`config.mk`:
```
export PLATFORM = sky130hd
export DESIGN_NAME = reaction_timer_multi
export DESIGN_NICKNAME = d
export VERILOG_FILES = /design/src/rtl/reaction_timer_multi.sv
export SDC_FILE = /design/constraint.sdc
export NUM_CORES = 1
export LEC_CHECK = 0
export ABC_CLOCK_PERIOD_IN_PS = 7390
export BUFFER_PORTS_ARGS = -buffer_cell sky130_fd_sc_hd__buf_2
export CORE_MARGIN = 4
export CORE_UTILIZATION = 65
export DETAILED_ROUTE_END_ITERATION = 6
export MAX_ROUTING_LAYER = met4
export PLACE_DENSITY = 0.94
export RECOVER_POWER = 100
export SETUP_SLACK_MARGIN = 0.2
export SYNTH_ARGS = -nofsm -noshare
export SYNTH_HDL_FRONTEND = slang
export SYNTH_SLANG_ARGS = --single-unit
```
`constraint.sdc`:
```
create_clock -name clk -period 7.39 [get_ports clk]
set_input_delay 1.478 -clock clk [delete_from_list [all_inputs] [get_ports clk]]
set_output_delay 1.478 -clock clk [all_outputs]
set_load 0.1 [all_outputs]
```
`src/rtl/reaction_timer_multi.sv`:
```
// reaction_timer_multi: multi-player reaction timer with random stimulus delay, foul/timeout detection and best-time tracking
// Ports:
//   clk, reset        system clock, asynchronous active-high reset
//   startBtn          start level (edge starts a round from IDLE/DONE/FOUL/TIMEOUT)
//   testmodeBtn       selects fixed TEST_DELAY instead of random delay at round start
//   playerBtn         player button levels
//   stimLed           stimulus lamp, high in GO
//   bcd               current/last reaction time, 4 BCD digits in ticks
//   bestBcd/bestValid best valid time since reset
//   winner/tie        lowest-index pressing player, more than one pressed together
//   foulMask          players that pressed during WAIT
//   state             FSM state code
module reaction_timer_multi #(
    parameter int CLK_HZ     = 100_000_000,
    parameter int TICK_HZ    = 1000,
    parameter int PLAYERS    = 2,
    parameter int MIN_DELAY  = 1000,
    parameter int RAND_BITS  = 12,
    parameter int TEST_DELAY = 500
) (
    input  logic               clk,
    input  logic               reset,
    input  logic               startBtn,
    input  logic               testmodeBtn,
    input  logic [PLAYERS-1:0] playerBtn,
    output logic               stimLed,
    output logic [15:0]        bcd,
    output logic [15:0]        bestBcd,
    output logic               bestValid,
    output logic [2:0]         winner,
    output logic [PLAYERS-1:0] foulMask,
    output logic               tie,
    output logic [2:0]         state
);
    localparam int DIV = CLK_HZ / TICK_HZ;
    localparam int PW  = DIV > 1 ? $clog2(DIV) : 1;

    typedef enum logic [2:0] {IDLE = 3'd0, WAIT = 3'd1, GO = 3'd2, DONE = 3'd3, FOUL = 3'd4, TIMEOUT = 3'd5} state_t;

    state_t             r_state, w_next;
    logic [2:0]         r_start_s;
    logic [1:0]         r_test_s;
    logic [PLAYERS-1:0] r_p1, r_p2, r_p3;
    logic [15:0]        r_lfsr;
    logic [PW-1:0]      r_pre;
    logic [31:0]        r_delay, w_delay;
    logic [15:0]        r_bcd, w_bcd, r_best, w_best, w_bcd_inc;
    logic               r_bv, w_bv, r_tie, w_tie, r_stim;
    logic [2:0]         r_win, w_win, w_low;
    logic [PLAYERS-1:0] r_fm, w_fm, w_pe;
    logic               w_se, w_tick, w_multi;

    function automatic logic [15:0] bcd_inc(input logic [15:0] v);
        logic [15:0] r;
        logic        c;
        r = v;
        c = 1'b1;
        for (int i = 0; i < 4; i++) begin
            if (c) begin
                if (r[4*i +: 4] == 4'd9) r[4*i +: 4] = 4'd0;
                else begin
                    r[4*i +: 4] = r[4*i +: 4] + 4'd1;
                    c = 1'b0;
                end
            end
        end
        return r;
    endfunction

    assign w_se      = r_start_s[1] & ~r_start_s[2];
    assign w_pe      = r_p2 & ~r_p3;
    assign w_tick    = r_pre == PW'(DIV - 1);
    assign w_bcd_inc = bcd_inc(r_bcd);
    // more than one bit set: clearing the lowest set bit leaves something
    assign w_multi   = (w_pe & (w_pe - 1'b1)) != '0;

    always_comb begin
        w_low = 3'd0;
        for (int i = PLAYERS - 1; i >= 0; i--)
            if (w_pe[i]) w_low = 3'(i);
    end

    always_comb begin
        w_next  = r_state;
        w_delay = r_delay;
        w_bcd   = r_bcd;
        w_best  = r_best;
        w_bv    = r_bv;
        w_win   = r_win;
        w_fm    = r_fm;
        w_tie   = r_tie;
        if (r_state == DONE && (!r_bv || r_bcd < r_best)) begin
            w_best = r_bcd;
            w_bv   = 1'b1;
        end
        case (r_state)
            WAIT: begin
                if (|w_pe) begin
                    w_next = FOUL;
                    w_fm   = w_pe;
                end else if (w_tick) begin
                    w_delay = r_delay - 32'd1;
                    w_next  = r_delay <= 32'd1 ? GO : WAIT;
                end
            end
            GO: begin
                if (|w_pe) begin
                    w_next = DONE;
                    w_win  = w_low;
                    w_tie  = w_multi;
                end else if (w_tick) begin
                    w_bcd  = w_bcd_inc;
                    w_next = w_bcd_inc == 16'h9999 ? TIMEOUT : GO;
                end
            end
            default: begin
                if (w_se) begin
                    w_next  = WAIT;
                    w_delay = r_test_s[1] ? 32'(TEST_DELAY) : 32'(MIN_DELAY) + 32'(r_lfsr[RAND_BITS-1:0]);
                    w_bcd   = 16'h0000;
                    w_fm    = '0;
                    w_tie   = 1'b0;
                    w_win   = 3'd0;
                end
            end
        endcase
    end

    always_ff @(posedge clk or posedge reset) begin
        if (reset) begin
            r_state   <= IDLE;
            r_start_s <= '0;
            r_test_s  <= '0;
            r_p1      <= '0;
            r_p2      <= '0;
            r_p3      <= '0;
            r_lfsr    <= 16'hACE1;
            r_pre     <= '0;
            r_delay   <= '0;
            r_bcd     <= '0;
            r_best    <= '0;
            r_bv      <= 1'b0;
            r_win     <= '0;
            r_fm      <= '0;
            r_tie     <= 1'b0;
            r_stim    <= 1'b0;
        end else begin
            r_state   <= w_next;
            r_start_s <= {r_start_s[1:0], startBtn};
            r_test_s  <= {r_test_s[0], testmodeBtn};
            r_p1      <= playerBtn;
            r_p2      <= r_p1;
            r_p3      <= r_p2;
            r_lfsr    <= {r_lfsr[14:0], r_lfsr[15] ^ r_lfsr[13] ^ r_lfsr[12] ^ r_lfsr[10]};
            // restart the tick phase on entry to WAIT/GO so the first tick lands DIV cycles later
            r_pre     <= (w_next != r_state && (w_next == WAIT || w_next == GO)) || w_tick ? '0 : r_pre + 1'b1;
            r_delay   <= w_delay;
            r_bcd     <= w_bcd;
            r_best    <= w_best;
            r_bv      <= w_bv;
            r_win     <= w_win;
            r_fm      <= w_fm;
            r_tie     <= w_tie;
            r_stim    <= w_next == GO;
        end
    end

    assign stimLed   = r_stim;
    assign bcd       = r_bcd;
    assign bestBcd   = r_best;
    assign bestValid = r_bv;
    assign winner    = r_win;
    assign foulMask  = r_fm;
    assign tie       = r_tie;
    assign state     = r_state;
endmodule

```
==> impl_metrics.yaml <==
worst_setup_path:
  slowest_delay_ns: 1.13
  path_cells: "ha_1 -> and4_1 -> nand2_1 -> nor4_1 -> nand4_2 -> and2_0 -> a311oi_1"
  worst_setup_path_start_kind: "flop"
  arrival_ns: 4.73
  cp.buffers_inverters: 0
  cp.required_ns: 7.79
  worstPathMaxFanout: 33
  worstSetupPathType: "reg -> reg"
  path_delay_family: "simple AND/OR/NAND/NOR gates"
  cp_slowest_cell: "nor4_1"
  endpoint_kind: "flop"
global_route:
  grt_pass1_wl_mm: 28.6
  grt_pass1_vias: 5906
  antenna_found_initial: 0
  grt_usage: 0.313
  grt_max_degree: 74
  grt_overflow_total: 0
floorplanning:
  rows: 36
  die_y_um: 109
  io_pins: 49
  dieArea_um2: 11900
  coreArea_um2: 9860
  die_w_um: 109
  initial_core_util: 0.674
yosys:
  yosysWarnings: 0
  syn_inst: 718
  synth_edf_count: 0
  synthArstFlopShare: 1.00
  syn_area_um2: 6650
  ys_seq_area_frac: 0.442
  syn_avg_cell_area_um2: 9.26
  ys.flop_type: "dfrtp_1"
  synth-seq-cells: 117
  synth.distinct_cells: 72
sta:
  fin_skew_ns: 0.00828
  timing.final.max_slew_violations: 94
  worstMarginPinSlew_ns: 2.00
  setup_tns_ns: 0
  max-slew-margin-rel: -0.341
  max_freq_mhz: 231
  rsz0062_at_grt: "false"
  post-route-min-period_ns: 4.34
  hold_viol: 0
  setup_viol: 0
  fin_crit_sh: 0.587
clock_network:
  cts_resized: 0
  cts_tree: "yes"
  cts-hold-fix-buffers: 0
  htree_levels: 4
  cts_buffers: 17
  clock_path_buffers: 2
  cts_sinks: 117
  postCtsSetupBuffers: 0
  clock_latency_ns: 0.53
  cts_root_buf: "clkbuf_8"
  clk_pin_slew_worst_paths_ns: 0.06
layout:
  antennaDiodeCount: 0
  fillers: 650
  final_nets: 764
  final_area_um2: 7510
  areaGrowthSynthToFinish_pct: 12.9
  drive_gt1_frac: 0.0851
power_and_ir_drop:
  vdd.ir_drop.worst_mv: 0.199
  power.leakage_uw: 0.00301
  seqPwrFrac: 0.346
  p_sw_frac: 0.331
  p_int_uw: 1430
  p_sw_uw: 707
  p_per_area_nw_per_um2: 285
  pwr-share-comb: 0.219
  pwr-share-clk: 0.435
placed_design:
  gp_congestion: 0.957
  portBuffers: 46
  hpwl_mm: 10.7
  placed_area_um2: 6890
routing:
  wirelength_mm: 17.3
  drc_errors: 0
  postRouteAntennaNets: 0
  avgRoutedWirePerCell_um: 19.6
  routed_via_density: 6.87
  drt_iter0_markers: 709
  drtPass1Iterations: 6
  dr_total_vias: 6079
worst_hold_path:
  min_path_type: "reg -> reg"
outcome:
  run_status: "finished, violations left"
  violations: "capacitance limit, slew limit"
run:
  cap_violations: 3
## Yosys cell counts, drive strengths merged, types with 3 or more instances
| cell type | instances | share of area |
|---|---|---|
| a21oi | 46 | 0.035 |
| and3 | 3 | 0.0028 |
| nand2 | 55 | 0.031 |
| a21o | 5 | 0.0056 |
| a22o | 4 | 0.0053 |
| nor2b | 8 | 0.0075 |
| or4 | 8 | 0.010 |
| o31ai | 3 | 0.0034 |
| nand4bb | 3 | 0.0051 |
| nand4 | 13 | 0.013 |
| dfstp | 8 | 0.032 |
| a22oi | 3 | 0.0034 |
| and2 | 5 | 0.0047 |
| o2111ai | 16 | 0.021 |
| dfrtp | 109 | 0.41 |
| nand3 | 20 | 0.015 |
| ha | 19 | 0.036 |
| o21ai | 53 | 0.040 |
| clkbuf | 36 | 0.020 |
| o21a | 3 | 0.0034 |
| nor3b | 14 | 0.016 |
| o41ai | 4 | 0.0053 |
| nor3 | 28 | 0.023 |
| nor4 | 14 | 0.016 |
| nor4b | 3 | 0.0049 |
| a31oi | 28 | 0.026 |
| a2bb2oi | 3 | 0.0049 |
| buf | 16 | 0.013 |
| o211ai | 16 | 0.018 |
| xor2 | 17 | 0.022 |
| or3 | 7 | 0.0068 |
| nor2 | 37 | 0.021 |
| inv | 31 | 0.018 |
| nor4bb | 4 | 0.0060 |
| xnor2 | 23 | 0.030 |
| a311oi | 6 | 0.0088 |
| o32ai | 3 | 0.0040 |
| a211oi | 3 | 0.0034 |
| nand2b | 11 | 0.010 |
| o22ai | 6 | 0.0056 |
## logic make-up after synthesis
family	synth area share
AND/OR/NAND/NOR	0.206
AO/OA/AOI/OAI	0.209
flip-flops	0.442
buffers and inverters	0.0512
XOR/XNOR	0.0527
adder cells (fa/ha/maj)	0.0358
multiplexers	0.00301
other	0.000564
## worst paths after layout
kind                                   start      endpoint  slack (ns)  depth (start not counted)
worst max-delay path                r_pre[1]     r_pre[15]        3.05                          7
worst min-delay path            r_start_s[0]  r_start_s[1]        0.35                          0
worst max register to register      r_pre[1]     r_pre[15]        3.05                          7
worst min register to register  r_start_s[0]  r_start_s[1]        0.35                          0
max in group asynchronous              reset   r_delay[26]        4.28                          3
min in group asynchronous              reset    bestBcd[4]        1.45                          2
## area by class of cell
class                   count  area [um^2]  area share
well taps                 133          166      0.0222
repair buffers             53          235      0.0313
inverters                  31          118      0.0157
clock inverters            13          226      0.0302
multi-input cells         519         3380       0.450
flip-flops and latches    117         2940       0.391
clock buffers              19          442      0.0588
## cell usage in the layout (no fill, tap or decap), types with 6 or more instances in the layout
cell type  instances
a31oi_1           28
or3_1              6
inv_1             30
ha_1              19
nor2b_1            8
bufinv_16          6
clkbuf_1          42
nor3b_1           13
dfstp_1            7
o21ai_0           53
dfrtp_1          109
nand2_1           55
xor2_1            17
nor2_1            37
o211ai_1          16
xnor2_1           23
o22ai_1            6
nor4_1            12
clkbuf_16         16
a21oi_1           46
nor3_1            26
nand2b_1          11
o2111ai_1         16
nand3_1           20
nand4_1           12
## power groups by stage
stage / clock (uW) / sequential, uW / combinational [uW]
finish: 930 / 740 / 468
CTS: 932 / 736 / 452
global placement: 0 / 740 / 422
detailed placement: 0 / 745 / 441
floorplan: 0 / 808 / 291
global route: 967 / 744 / 503
## per-stage QoR
step	hold WS (ns)	total power, uW	utilization	setup slack (ns)	instances
after floorplan	0.331	1100	-	2.82	719
after global placement	0.332	1160	0.698	4.33	852
after detailed placement	0.335	1190	0.698	4.15	852
after CTS	0.346	2120	0.766	3.78	884
after global routing	0.349	2210	0.761	2.85	885
final	0.346	2140	0.761	3.05	885
## worst reg2reg max path: cells and delay by family (launching register included)
family | cells | cell delay (ns)
flops | 1 | 0.40
compound gates | 1 | 0.62
fa+ha+maj | 1 | 0.25
simple gates | 5 | 2.95
## registers in the layout, summed over array words and instances (netlist names)
register	flops
tie	1
r_lfsr	16
foulMask	2
r_p3	2
r_test_s	2
r_delay	32
bestBcd	16
r_p1	2
state	3
r_pre	17
r_p2	2
stimLed	1
r_start_s	3
bcd	16
winner	1
bestValid	1
## per-layer routing
layer	vias to the layer above	GRT usage	share of wire	wire [um]
li1	2694	-	-	-
met1	2935	0.373	0.39	6790
met2	368	0.514	0.50	8640
met3	82	0.0574	0.069	1190
met4	0	0.154	0.040	684
met5	-	-	0	0
(Power assumes the default switching activity.)
